`src/rtl/reg_bank_if.sv`:
```
// Register bank port bundle: decode-side reads/issue and writeback-side write.
// The master drives addresses and strobes, the slave (reg_bank) returns data and scoreboard.
interface reg_bank_if #(
    parameter int SIZE   = 32,
    parameter int ADDR_W = 4
);
    logic [ADDR_W-1:0]    rd_addr_a;
    logic [ADDR_W-1:0]    rd_addr_b;
    logic [SIZE-1:0]      rd_data_a;
    logic [SIZE-1:0]      rd_data_b;
    logic                 rd_en_a;
    logic                 rd_en_b;
    logic                 stall;
    logic                 iss_en;
    logic [ADDR_W-1:0]    iss_addr;
    logic                 wr_en;
    logic [ADDR_W-1:0]    wr_addr;
    logic [SIZE-1:0]      wr_data;
    logic [2**ADDR_W-1:0] pend;

    modport master (
        output rd_addr_a, rd_addr_b, rd_en_a, rd_en_b,
        output iss_en, iss_addr, wr_en, wr_addr, wr_data,
        input  rd_data_a, rd_data_b, stall, pend
    );

    modport slave (
        input  rd_addr_a, rd_addr_b, rd_en_a, rd_en_b,
        input  iss_en, iss_addr, wr_en, wr_addr, wr_data,
        output rd_data_a, rd_data_b, stall, pend
    );
endinterface

```
`src/rtl/reg_bank.sv`:
```
// Register bank with two combinational read ports, one write port and a pending-write scoreboard.
// Optional same-cycle write-to-read forwarding when REG_BANK_BYPASS_EN is defined.
module reg_bank #(
    parameter int SIZE   = 32,
    parameter int ADDR_W = 4
) (
    input  logic       clk,
    input  logic       rst_n,
    reg_bank_if.slave  bus
);
    localparam int N = 2**ADDR_W;

    logic [N-1:0][SIZE-1:0] mem_q, mem_d;
    logic [N-1:0]           pend_q, pend_d;
    logic                   stall_a, stall_b;

    always_comb begin
        mem_d  = mem_q;
        pend_d = pend_q;
        if (bus.wr_en) begin
            mem_d[bus.wr_addr]  = bus.wr_data;
            pend_d[bus.wr_addr] = 1'b0;
        end
        // issue applied last so a same-address issue outlives the retire
        if (bus.iss_en) begin
            pend_d[bus.iss_addr] = 1'b1;
        end
    end

    always_ff @(posedge clk or negedge rst_n) begin
        if (!rst_n) begin
            mem_q  <= '0;
            pend_q <= '0;
        end else begin
            mem_q  <= mem_d;
            pend_q <= pend_d;
        end
    end

`ifdef REG_BANK_BYPASS_EN
    logic hit_a, hit_b, remark_a, remark_b;

    always_comb begin
        hit_a    = bus.wr_en && (bus.wr_addr == bus.rd_addr_a);
        hit_b    = bus.wr_en && (bus.wr_addr == bus.rd_addr_b);
        remark_a = bus.iss_en && (bus.iss_addr == bus.rd_addr_a);
        remark_b = bus.iss_en && (bus.iss_addr == bus.rd_addr_b);
        bus.rd_data_a = hit_a ? bus.wr_data : mem_q[bus.rd_addr_a];
        bus.rd_data_b = hit_b ? bus.wr_data : mem_q[bus.rd_addr_b];
        stall_a = bus.rd_en_a && pend_q[bus.rd_addr_a]
                  && !(hit_a && !remark_a);
        stall_b = bus.rd_en_b && pend_q[bus.rd_addr_b]
                  && !(hit_b && !remark_b);
    end
`else
    always_comb begin
        bus.rd_data_a = mem_q[bus.rd_addr_a];
        bus.rd_data_b = mem_q[bus.rd_addr_b];
        stall_a = bus.rd_en_a && pend_q[bus.rd_addr_a];
        stall_b = bus.rd_en_b && pend_q[bus.rd_addr_b];
    end
`endif

    assign bus.stall = stall_a || stall_b;
    assign bus.pend  = pend_q;
endmodule

```
`src/flat_wrapper.sv`:
```
// flat-port wrapper written by rule: the top's interface ports become plain ports
module reg_bank_flat 
#(
    parameter int SIZE   = 32,
    parameter int ADDR_W = 4
)
  (clk, rst_n, bus_rd_addr_a, bus_rd_addr_b, bus_rd_en_a, bus_rd_en_b, bus_iss_en, bus_iss_addr, bus_wr_en, bus_wr_addr, bus_wr_data, bus_rd_data_a, bus_rd_data_b, bus_stall, bus_pend);
  reg_bank_if #(.SIZE(SIZE), .ADDR_W(ADDR_W)) bus_i ();
  input  logic clk;
  input  logic rst_n;
  input wire logic [$bits(bus_i.rd_addr_a)-1:0] bus_rd_addr_a;
  input wire logic [$bits(bus_i.rd_addr_b)-1:0] bus_rd_addr_b;
  input wire logic [$bits(bus_i.rd_en_a)-1:0] bus_rd_en_a;
  input wire logic [$bits(bus_i.rd_en_b)-1:0] bus_rd_en_b;
  input wire logic [$bits(bus_i.iss_en)-1:0] bus_iss_en;
  input wire logic [$bits(bus_i.iss_addr)-1:0] bus_iss_addr;
  input wire logic [$bits(bus_i.wr_en)-1:0] bus_wr_en;
  input wire logic [$bits(bus_i.wr_addr)-1:0] bus_wr_addr;
  input wire logic [$bits(bus_i.wr_data)-1:0] bus_wr_data;
  output wire logic [$bits(bus_i.rd_data_a)-1:0] bus_rd_data_a;
  output wire logic [$bits(bus_i.rd_data_b)-1:0] bus_rd_data_b;
  output wire logic [$bits(bus_i.stall)-1:0] bus_stall;
  output wire logic [$bits(bus_i.pend)-1:0] bus_pend;
  assign bus_i.rd_addr_a = bus_rd_addr_a;
  assign bus_i.rd_addr_b = bus_rd_addr_b;
  assign bus_i.rd_en_a = bus_rd_en_a;
  assign bus_i.rd_en_b = bus_rd_en_b;
  assign bus_i.iss_en = bus_iss_en;
  assign bus_i.iss_addr = bus_iss_addr;
  assign bus_i.wr_en = bus_wr_en;
  assign bus_i.wr_addr = bus_wr_addr;
  assign bus_i.wr_data = bus_wr_data;
  assign bus_rd_data_a = bus_i.rd_data_a;
  assign bus_rd_data_b = bus_i.rd_data_b;
  assign bus_stall = bus_i.stall;
  assign bus_pend = bus_i.pend;
  reg_bank #(.SIZE(SIZE), .ADDR_W(ADDR_W)) u_core (.clk(clk), .rst_n(rst_n), .bus(bus_i));
endmodule
```
`config.mk`:
```
export PLATFORM = sky130hd
export DESIGN_NAME = reg_bank_flat
export DESIGN_NICKNAME = d
export VERILOG_FILES = /design/src/rtl/reg_bank_if.sv /design/src/rtl/reg_bank.sv /design/src/flat_wrapper.sv
export SDC_FILE = /design/constraint.sdc
export NUM_CORES = 1
export LEC_CHECK = 0
export CAP_MARGIN = 40
export CORE_ASPECT_RATIO = 0.6
export CORE_MARGIN = 1.5
export CORE_UTILIZATION = 40
export CTS_CLUSTER_SIZE = 12
export DETAILED_ROUTE_END_ITERATION = 7
export DONT_BUFFER_PORTS = 1
export SYNTH_ARGS = -nofsm -noshare
export SYNTH_HDL_FRONTEND = slang
export SYNTH_SLANG_ARGS = --single-unit
```
`constraint.sdc`:
```
create_clock -name clk -period 4 [get_ports clk]
set_input_delay 1.2 -clock clk [delete_from_list [all_inputs] [get_ports clk]]
set_output_delay 1.2 -clock clk [all_outputs]
set_load 0.1 [all_outputs]
```
# After elaboration in Yosys (flattened, before gate mapping)

Index checks and enable logic that the tools add are counted.

Muxes and demuxes: 17
Reduce and logical (&&, ||, !) cells: 5
$lt $le $gt $ge: 6
Bitwise gates (word level): 3

Operator list:

| operator           | number |
|---|---|
| $bwmux 512         | 1 |
| $bmux 32 s4        | 2 |
| $demux 32 s4       | 1 |
| $mux 32            | 3 |
| $mux 16            | 2 |
| $lt 4x5->1 const B | 4 |
| $and 16x16->16     | 1 |
| $not 16->16        | 1 |
| $or 16x16->16      | 1 |
| $bmux 1 s4         | 2 |
| $demux 1 s4        | 2 |
| $ge 4x1->1 const B | 2 |
| $logic_and 1x1->1  | 4 |
| $mux 1             | 4 |
| $logic_or 1x1->1   | 1 |

Bits of input ports: 54
Flip-flop bits (word level): 528
Output and inout bits: 81
Logic and storage cells: 48

# Logic depth before layout (Yosys ltp)

Gate-level depths: netlist of run 1.

Word-level depth: 9
Mapped depth: 6
Depth with buffers taken out: 4

# Least setup slack after synthesis of run 1

OpenSTA, ideal clock, no wires.

Path type: input port to output port
Start: input bus_rd_addr_b[1]
End: output bus_stall
Slack: -0.376 ns
Buffers on the path: 2
Required time: 2.800 ns
Stages on the path: 5
Arrival time: 3.176 ns
Path through: buf_2 buf_2 mux4_2 o2111ai_1 nand4_1

Word-level cells in the longest chain between the ends: 4

Ends and longest elaborated chain:

| element                      | line               | RTL |
|---|---|---|
| from (decl)                  | flat_wrapper.sv:12 | `input wire logic [$bits(bus_i.rd_addr_b)-1:0] bus_rd_addr_b;` |
| $bmux 1 s4                   | reg_bank.sv:60     | `stall_b = bus.rd_en_b && pend_q[bus.rd_addr_b];` |
| $mux 1 (not written as such) | reg_bank.sv:60     |  |
| $logic_and 1x1->1            | reg_bank.sv:60     |  |
| $logic_or 1x1->1             | reg_bank.sv:64     | `assign bus.stall = stall_a \|\| stall_b;` |
| to (decl)                    | flat_wrapper.sv:22 | `output wire logic [$bits(bus_i.stall)-1:0] bus_stall;` |

No other way between the ends. The select of a mux whose other input is x is not followed.

# Worst setup path in the final report of run 1

Start: input bus_rd_addr_b[0]
End: output bus_rd_data_b[2]

Word-level cells in the longest chain between the ends: 2

Ends and longest elaborated chain:

| element                       | line               | RTL |
|---|---|---|
| $bmux 32 s4                   | reg_bank.sv:58     | `bus.rd_data_b = mem_q[bus.rd_addr_b];` |
| $mux 32 (not written as such) | reg_bank.sv:58     |  |
| to (decl)                     | flat_wrapper.sv:21 | `output wire logic [$bits(bus_i.rd_data_b)-1:0] bus_rd_data_b;` |

No other way between the ends. The select of a mux whose other input is x is not followed.

==> results of run 1 <==
stage by stage:
stage	util [%]	setup TNS, ps	instances	power (µW)	worst slack, ps
final	44.8	0	2513	17800	155
after global routing	44.8	0	2513	18500	184
after CTS	44.8	0	2513	17900	186
after detailed placement	42.5	0	2438	13100	164
after global placement	42.5	0	2438	12900	197
after floorplan	-	-4120	1606	12100	-231
where the power goes:
| part | internal, µW | switching [µW] | leakage [µW] |
|---|---|---|---|
| Sequential | 6590 | 905 | 0.00647 |
| Combinational | 2650 | 2860 | 0.00500 |
| Clock | 2700 | 2090 | 0.000773 |
registers in the layout, summed over array words and instances, names as in the netlist:
| name | flops |
|---|---|
| u_core.mem_q | 512 |
| u_core.bus.pend | 16 |
logic make-up (layout without fill, tap and decap cells):
family	Yosys count	after routing	share of synthesized area [%]
DFF	528	528	47.8
and+or+nand+nor	46	46	0.856
muxes	843	843	47.7
AOI/OAI and AO/OA	26	26	0.534
buffers and inverters	163	158	3.11
Yosys cell counts, types with 2 or more instances:
library cell	instances	area, µm²
dfrtp_1	528	13200
mux2_2	439	4940
mux4_2	328	7390
mux2_1	76	856
buf_2	71	355
clkbuf_1	60	225
buf_6	21	236
o21ai_0	20	100
nor2_1	11	41.3
nand2_1	10	37.5
nand2b_1	10	62.6
buf_1	8	30.0
nand3_1	5	25.0
nand3b_1	5	37.5
o31ai_1	4	30.0
or3_1	2	12.5
cell type report:
cell class / count / area [µm²] / share of cell area (%)
clock inverter: 4 / 81.3 / 0.266
timing repair buffer: 81 / 971 / 3.18
sequential: 528 / 13200 / 43.2
inverter: 2 / 8.76 / 0.0287
clock buffer: 71 / 1500 / 4.89
tap: 912 / 1140 / 3.73
multi-input combinational: 915 / 13700 / 44.7
metal layers:
layer	part of all wire, %	track usage, %
met5	0	0
met2	46	33.7
met1	46	31.6
met3	6.2	4.35
met4	2.0	4.77
worst paths after layout:
path | start | end | cells after the start
min reg2reg | u_core.mem_q[144]$_DFFE_PN0P_ | u_core.mem_q[144]$_DFFE_PN0P_ | 1
max | bus_rd_addr_b[0] | bus_rd_data_b[2] | 3
min in group clk | u_core.mem_q[144]$_DFFE_PN0P_ | u_core.mem_q[144]$_DFFE_PN0P_ | 1
min | rst_n | u_core.mem_q[405]$_DFFE_PN0P_ | 0
max in group asynchronous | rst_n | u_core.mem_q[380]$_DFFE_PN0P_ | 0
max reg2reg | u_core.bus.pend[3]$_DFF_PN0_ | u_core.bus.pend[3]$_DFF_PN0_ | 3
==> metrics.csv, run 1 <==
metric;value;unit
total CTS buffers;52;
fillers;5830;
max incr delay on CP;560;ps
RSZ-0062 raised after global routing;false;
core area;68200;µm²
HP Class;input pin to asynchronous set/reset pin;
syn avg cell area;17.2;µm²
status;complete, but fails checks;
CP Data Required Time;2800;ps
Die ar.;70700;µm²
ys async rst share;100;%
drc violations;0;
# IOs;135;
Max-slew headroom;-49.1;%
global-route wire length before repair;114000;µm
Rows;74;
Post-synth EDFFs;0;
CP Class;input pin to output pin;
PortBufs;0;
drt wl/cell;29.7;µm
area of placed instances;29000;µm²
most common cell after layout, fill and taps aside;dfrtp_1;
critical path cell sequence;mux4_2, mux4_2, buf_12;
Final Setup Violations;0;
clk root buf;clkbuf_16;
PostCTS Resize Cnt;0;
Final Slew Violations;297;
clock sink total;528;
max_cap viols;0;
Mapped Cells;1606;
Area Overhead vs Synth;10.6;%
Crit Path Max Fanout;131;
Netlist cell types;24;
Initial Util;40.5;%
vias in the first global route;16700;
GRT Residual Overflow;0;
H-tree levels;2;
CTS tree;built;
crit path DAT;2640;ps
Vias/cell;6.19;
cell mode on critical path;mux4_2;
layout net count;1634;
Critical Path End Type;output pin;
final wirelength;74600;µm
fmax;0.260;GHz
Die X;342;µm
Global Route Usage Sum;21.7;%
Post-DRT Antenna Nets;0;
worst-margin pin slew;2240;ps
Worst setup SP type;input pin;
die height;207;µm
Yosys reg bits;528;
Hold Buf Count CTS;0;
most frequent cells in the layout;dfrtp_1 (528), mux2_2 (439), mux4_2 (328);
clk buf depth;3;
R2R Setup Slk;2960;ps
Crit path max-delay family;multiplexers;
final non-filler cell area;30600;µm²
largest net degree at the start of global routing;529;
fin crit share;96.1;%
number of post-CTS setup repair buffers;0;
Final Hold Fails;0;
worst path bufs/invs;1;
Pleak;0.0122;µW
failing checks;max-slew violations;
Mapped Nets;1660;
Mapped Area;27600;µm²
later-pin clock latency in the skew report;600;ps
Pwr Density;582;nW/µm²
slowest CP cell;mux4_2;
Min Clock Period, post-route;3840;ps
via count;15600;
skew final;0;ps
Seq/Total Area, Yosys;47.8;%
first-pass iteration count of the detailed router;5;
post-DP HPWL;41200;µm
Synth Warn #;0;
clock transition at the registers of the reported paths;60;ps
initial DRC count;1188;
routability cong.;0.755;
Max rail drop VDD;0.000441;V
Hold WS;356;ps
layout cell share with drive strength beyond 1;58.2;%
Primary FF master, synth;dfrtp_1;
n_diodes;0;
initial antenna violation count;0;
No activity file was read; power rests on OpenSTA's default activity.
==> run 2, diff against run 1 <==
Settings changed: RECOVER_POWER set to 100.
Clock period 4 ns to 4.8 ns, I/O delays scaled along.
==> run 2 against run 1 <==
The flow finishes with violations (max-capacitance violations, max-slew violations). Worst setup slack better by 120 ps. Clock skew unchanged. Routed wire length grew 0.81%. Core utilization fell by 0.92 points. Register-to-register slack about the same. Critical path depth unchanged. Sequential cell count stayed put. Combinational power is 22% lower.
==> metrics.csv, run 2 (same netlist as run 1, synthesis figures left out) <==
metric;value;unit
Global Route Usage Sum;21.6;%
fmax;0.221;GHz
layout cell share with drive strength beyond 1;54.9;%
CP Data Required Time;3360;ps
clk root buf;clkbuf_16;
Pwr Total;14700;µW
Max rail drop VDD;0.000271;V
RSZ-0062 raised after global routing;false;
most frequent cells in the layout;dfrtp_1 (528), mux2_2 (439), mux4_2 (328);
Critical Path End Type;output pin;
Vias/cell;6.20;
Rows;74;
via count;15500;
Area Overhead vs Synth;8.31;%
Worst setup SP type;input pin;
area of placed instances;28800;µm²
Max-slew headroom;-107;%
Pwr Density;492;nW/µm²
Post-DRT Antenna Nets;0;
# IOs;135;
Crit Path Max Fanout;131;
CTS tree;built;
fillers;5885;
Final Hold Fails;0;
number of post-CTS setup repair buffers;0;
drt wl/cell;30.1;µm
fin crit share;94.4;%
GRT Residual Overflow;0;
worst-margin pin slew;3100;ps
Min Clock Period, post-route;4530;ps
Initial Util;40.5;%
die height;207;µm
routability cong.;0.763;
Die ar.;70700;µm²
vias in the first global route;16500;
Reg area;13200;µm²
layout net count;1603;
most common cell after layout, fill and taps aside;dfrtp_1;
final non-filler cell area;29900;µm²
Die X;342;µm
total CTS buffers;54;
n_diodes;0;
core area;68200;µm²
Hold Buf Count CTS;0;
Final Slew Violations;308;
failing checks;max-capacitance violations, max-slew violations;
global-route wire length before repair;113000;µm
later-pin clock latency in the skew report;590;ps
clock transition at the registers of the reported paths;60;ps
R2R Setup Slk;2960;ps
status;complete, but fails checks;
final wirelength;75200;µm
PortBufs;0;
PostCTS Resize Cnt;0;
clock sink total;528;
initial DRC count;1172;
first-pass iteration count of the detailed router;5;
Final Setup Violations;0;
CP Class;input pin to output pin;
Biggest register;u_core.mem_q;
setup tns final;0;ps
skew final;0;ps
post-DP HPWL;41600;µm
largest net degree at the start of global routing;529;
H-tree levels;2;
clk buf depth;3;
drc violations;0;
initial antenna violation count;1;
crit path DAT;3090;ps
max_cap viols;15;
HP Class;register to register;
Pleak;0.0119;µW
Multi-input gate area;13600;µm²
max FFs per register;512;
## run 2: power by group
group,total (µW),internal (µW),leakage (µW),switching (µW)
Combinational,4300,1950,0.00462,2350
Clock,4160,2390,0.000836,1760
Sequential,6280,5490,0.00647,783
Total,14700,9840,0.0119,4890
## run 2: path summary, 6_finish.rpt
path | startpoint | endpoint | cells past startpoint
setup / recovery | bus_rd_addr_b[0] | bus_rd_data_b[20] | 3
hold / removal | u_core.mem_q[266]$_DFFE_PN0P_ | u_core.mem_q[266]$_DFFE_PN0P_ | 1
setup reg to reg | u_core.bus.pend[14]$_DFF_PN0_ | u_core.bus.pend[14]$_DFF_PN0_ | 3
hold reg to reg | u_core.mem_q[266]$_DFFE_PN0P_ | u_core.mem_q[266]$_DFFE_PN0P_ | 1
max in group asynchronous | rst_n | u_core.mem_q[459]$_DFFE_PN0P_ | 0
min in group asynchronous | rst_n | u_core.mem_q[24]$_DFFE_PN0P_ | 0
## run 2: layout make-up
cell class | count | share of cell area [%]
multi-input cells | 915 | 45.4
repair buffers | 48 | 0.915
well taps | 912 | 3.81
clock inverters | 6 | 0.280
inverters | 2 | 0.0293
flip-flops and latches | 528 | 44.1
clock buffers | 85 | 5.41
## run 2: metal layers
metal  GRT usage [%]  up-vias  part of all wire (%)
met5               0        -                     0
met2            34.0      413                    47
met1            30.6     8727                    45
met4            5.47        0                   2.1
li1                -     6232                     -
met3            4.95      109                   6.1
## run 2: per-stage QoR
step	util (%)	hold WS (ps)	instances	setup WS [ps]
final	43.9	514	2496	270
after global routing	43.9	504	2496	310
after CTS	44.7	514	2496	546
after detailed placement	42.2	501	2405	548
after global placement	41.6	487	2391	558
after floorplan	-	476	1606	14.0
## run 2: critical path: stages
cell and delay [ps]:
mux4_2 580, mux4_2 490, clkbuf_2 390
==> run 3, diff against run 2 <==
Settings changed: RECOVER_POWER 100 to 25, SETUP_SLACK_MARGIN set to 0.1.
==> run 3 against run 2 <==
Routed wire length up 1.8%. Largest cell class unchanged. Worst hold slack worse by 3.1 ps. Clock power up 2%. Count of clock-buffer cells in the layout down 4. Highest routed layer unchanged. Global-route usage up 0.67 points. Worst setup slack better by 110 ps. Final area up 2.3%. Critical path type unchanged. The run ends with max-slew violations left.
==> metrics.csv, run 3 (same netlist as run 1, synthesis figures left out) <==
metric;value;unit
status;complete, but fails checks;
failing checks;max-slew violations;
clk root buf;clkbuf_16;
layout net count;1602;
worst-margin pin slew;2430;ps
global-route wire length before repair;116000;µm
max_cap viols;0;
total CTS buffers;55;
initial antenna violation count;1;
Pwr Density;491;nW/µm²
Critical Path End Type;output pin;
final wirelength;76600;µm
Post-Place Cells;2403;
DR top layer;met4;
Die ar.;70700;µm²
most frequent cells in the layout;dfrtp_1 (528), mux2_2 (439), mux4_2 (328);
drt wl/cell;30.7;µm
met2 wire length;35500;µm
Max rail drop VDD;0.000296;V
Rows;74;
Die X;342;µm
Min Clock Period, post-route;4420;ps
Post-Route Utilization;44.9;%
routability cong.;0.757;
CP Data Required Time;3360;ps
max incr delay on CP;760;ps
Final Slew Violations;459;
clock sink total;528;
largest net degree at the start of global routing;529;
Initial Util;40.5;%
RSZ-0062 raised after global routing;false;
worst path bufs/invs;0;
Worst setup SP type;input pin;
initial DRC count;1197;
DR WL met3;4990;µm
Crit Path Max Fanout;131;
Crit path max-delay family;multiplexers;
CTS tree;built;
slowest CP cell;mux4_2;
Global Route Usage Sum;22.3;%
Non-Filler Instances;2496;
H-tree levels;2;
clock transition at the registers of the reported paths;60;ps
Biggest register;u_core.mem_q;
Final Setup Violations;0;
Hold Buf Count CTS;0;
Post-DRT Antenna Nets;0;
setup tns final;0;ps
first-pass iteration count of the detailed router;5;
drc violations;0;
HP Class;register to register;
core area;68200;µm²
skew final;0;ps
CP Class;input pin to output pin;
PortBufs;0;
die height;207;µm
Max-slew headroom;-61.7;%
Final Hold Fails;0;
later-pin clock latency in the skew report;620;ps
layout cell share with drive strength beyond 1;57.6;%
fin crit share;92.0;%
number of post-CTS setup repair buffers;0;
most common cell after layout, fill and taps aside;dfrtp_1;
n_diodes;0;
met1 WL;34700;µm
Pwr Total;15000;µW
Area Overhead vs Synth;10.8;%
# IOs;135;
crit path DAT;2980;ps
critical path cell sequence;mux4_2, mux4_2;
cell mode on critical path;mux4_2;
vias in the first global route;16700;
clk buf depth;3;
GRT Residual Overflow;0;
max FFs per register;512;
via count;15500;
PostCTS Resize Cnt;0;
Vias/cell;6.21;
post-DP HPWL;43300;µm
worst setup margin;384;ps
Pleak;0.0122;µW
fmax;0.226;GHz
Post-Place Worst Slack;415;ps
-- run 3: layout make-up --
cell class,count,area (µm²)
clock buffers,81,1620
clock inverters,12,124
fillers,5793,37600
inverters,2,8.76
multi-input cells,915,13700
flip-flops and latches,528,13200
well taps,912,1140
repair buffers,46,858
-- run 3: final timing paths --
kind,from,to,slack (ps),cells after the start
worst max-delay path,bus_rd_addr_b[0],bus_rd_data_b[29],380,2
worst min-delay path,u_core.mem_q[87]$_DFFE_PN0P_,u_core.mem_q[87]$_DFFE_PN0P_,510,1
min in group asynchronous,rst_n,u_core.mem_q[279]$_DFFE_PN0P_,540,0
worst max register to register,u_core.bus.pend[8]$_DFF_PN0_,u_core.bus.pend[8]$_DFF_PN0_,3830,3
max in group asynchronous,rst_n,u_core.mem_q[228]$_DFFE_PN0P_,2370,0
worst min register to register,u_core.mem_q[87]$_DFFE_PN0P_,u_core.mem_q[87]$_DFFE_PN0P_,510,1
-- run 3: stage by stage --
step | hold slack, ps | area (µm²)
after floorplan | 476 | 27700
after global placement | 487 | 28400
after detailed placement | 500 | 28900
after CTS | 510 | 30600
after global routing | 498 | 30600
final | 511 | 30600
-- run 3: where the power goes --
part	total (µW)	switching, µW	internal, µW
registers	6300	805	5500
clock network	4240	1810	2430
logic	4500	2370	2130
-- run 3: routing by layer --
layer | vias to the layer above | track usage (%)
li1 | 6227 | -
met1 | 8712 | 32.2
met2 | 469 | 34.7
met3 | 97 | 4.90
met4 | 0 | 5.03
met5 | - | 0
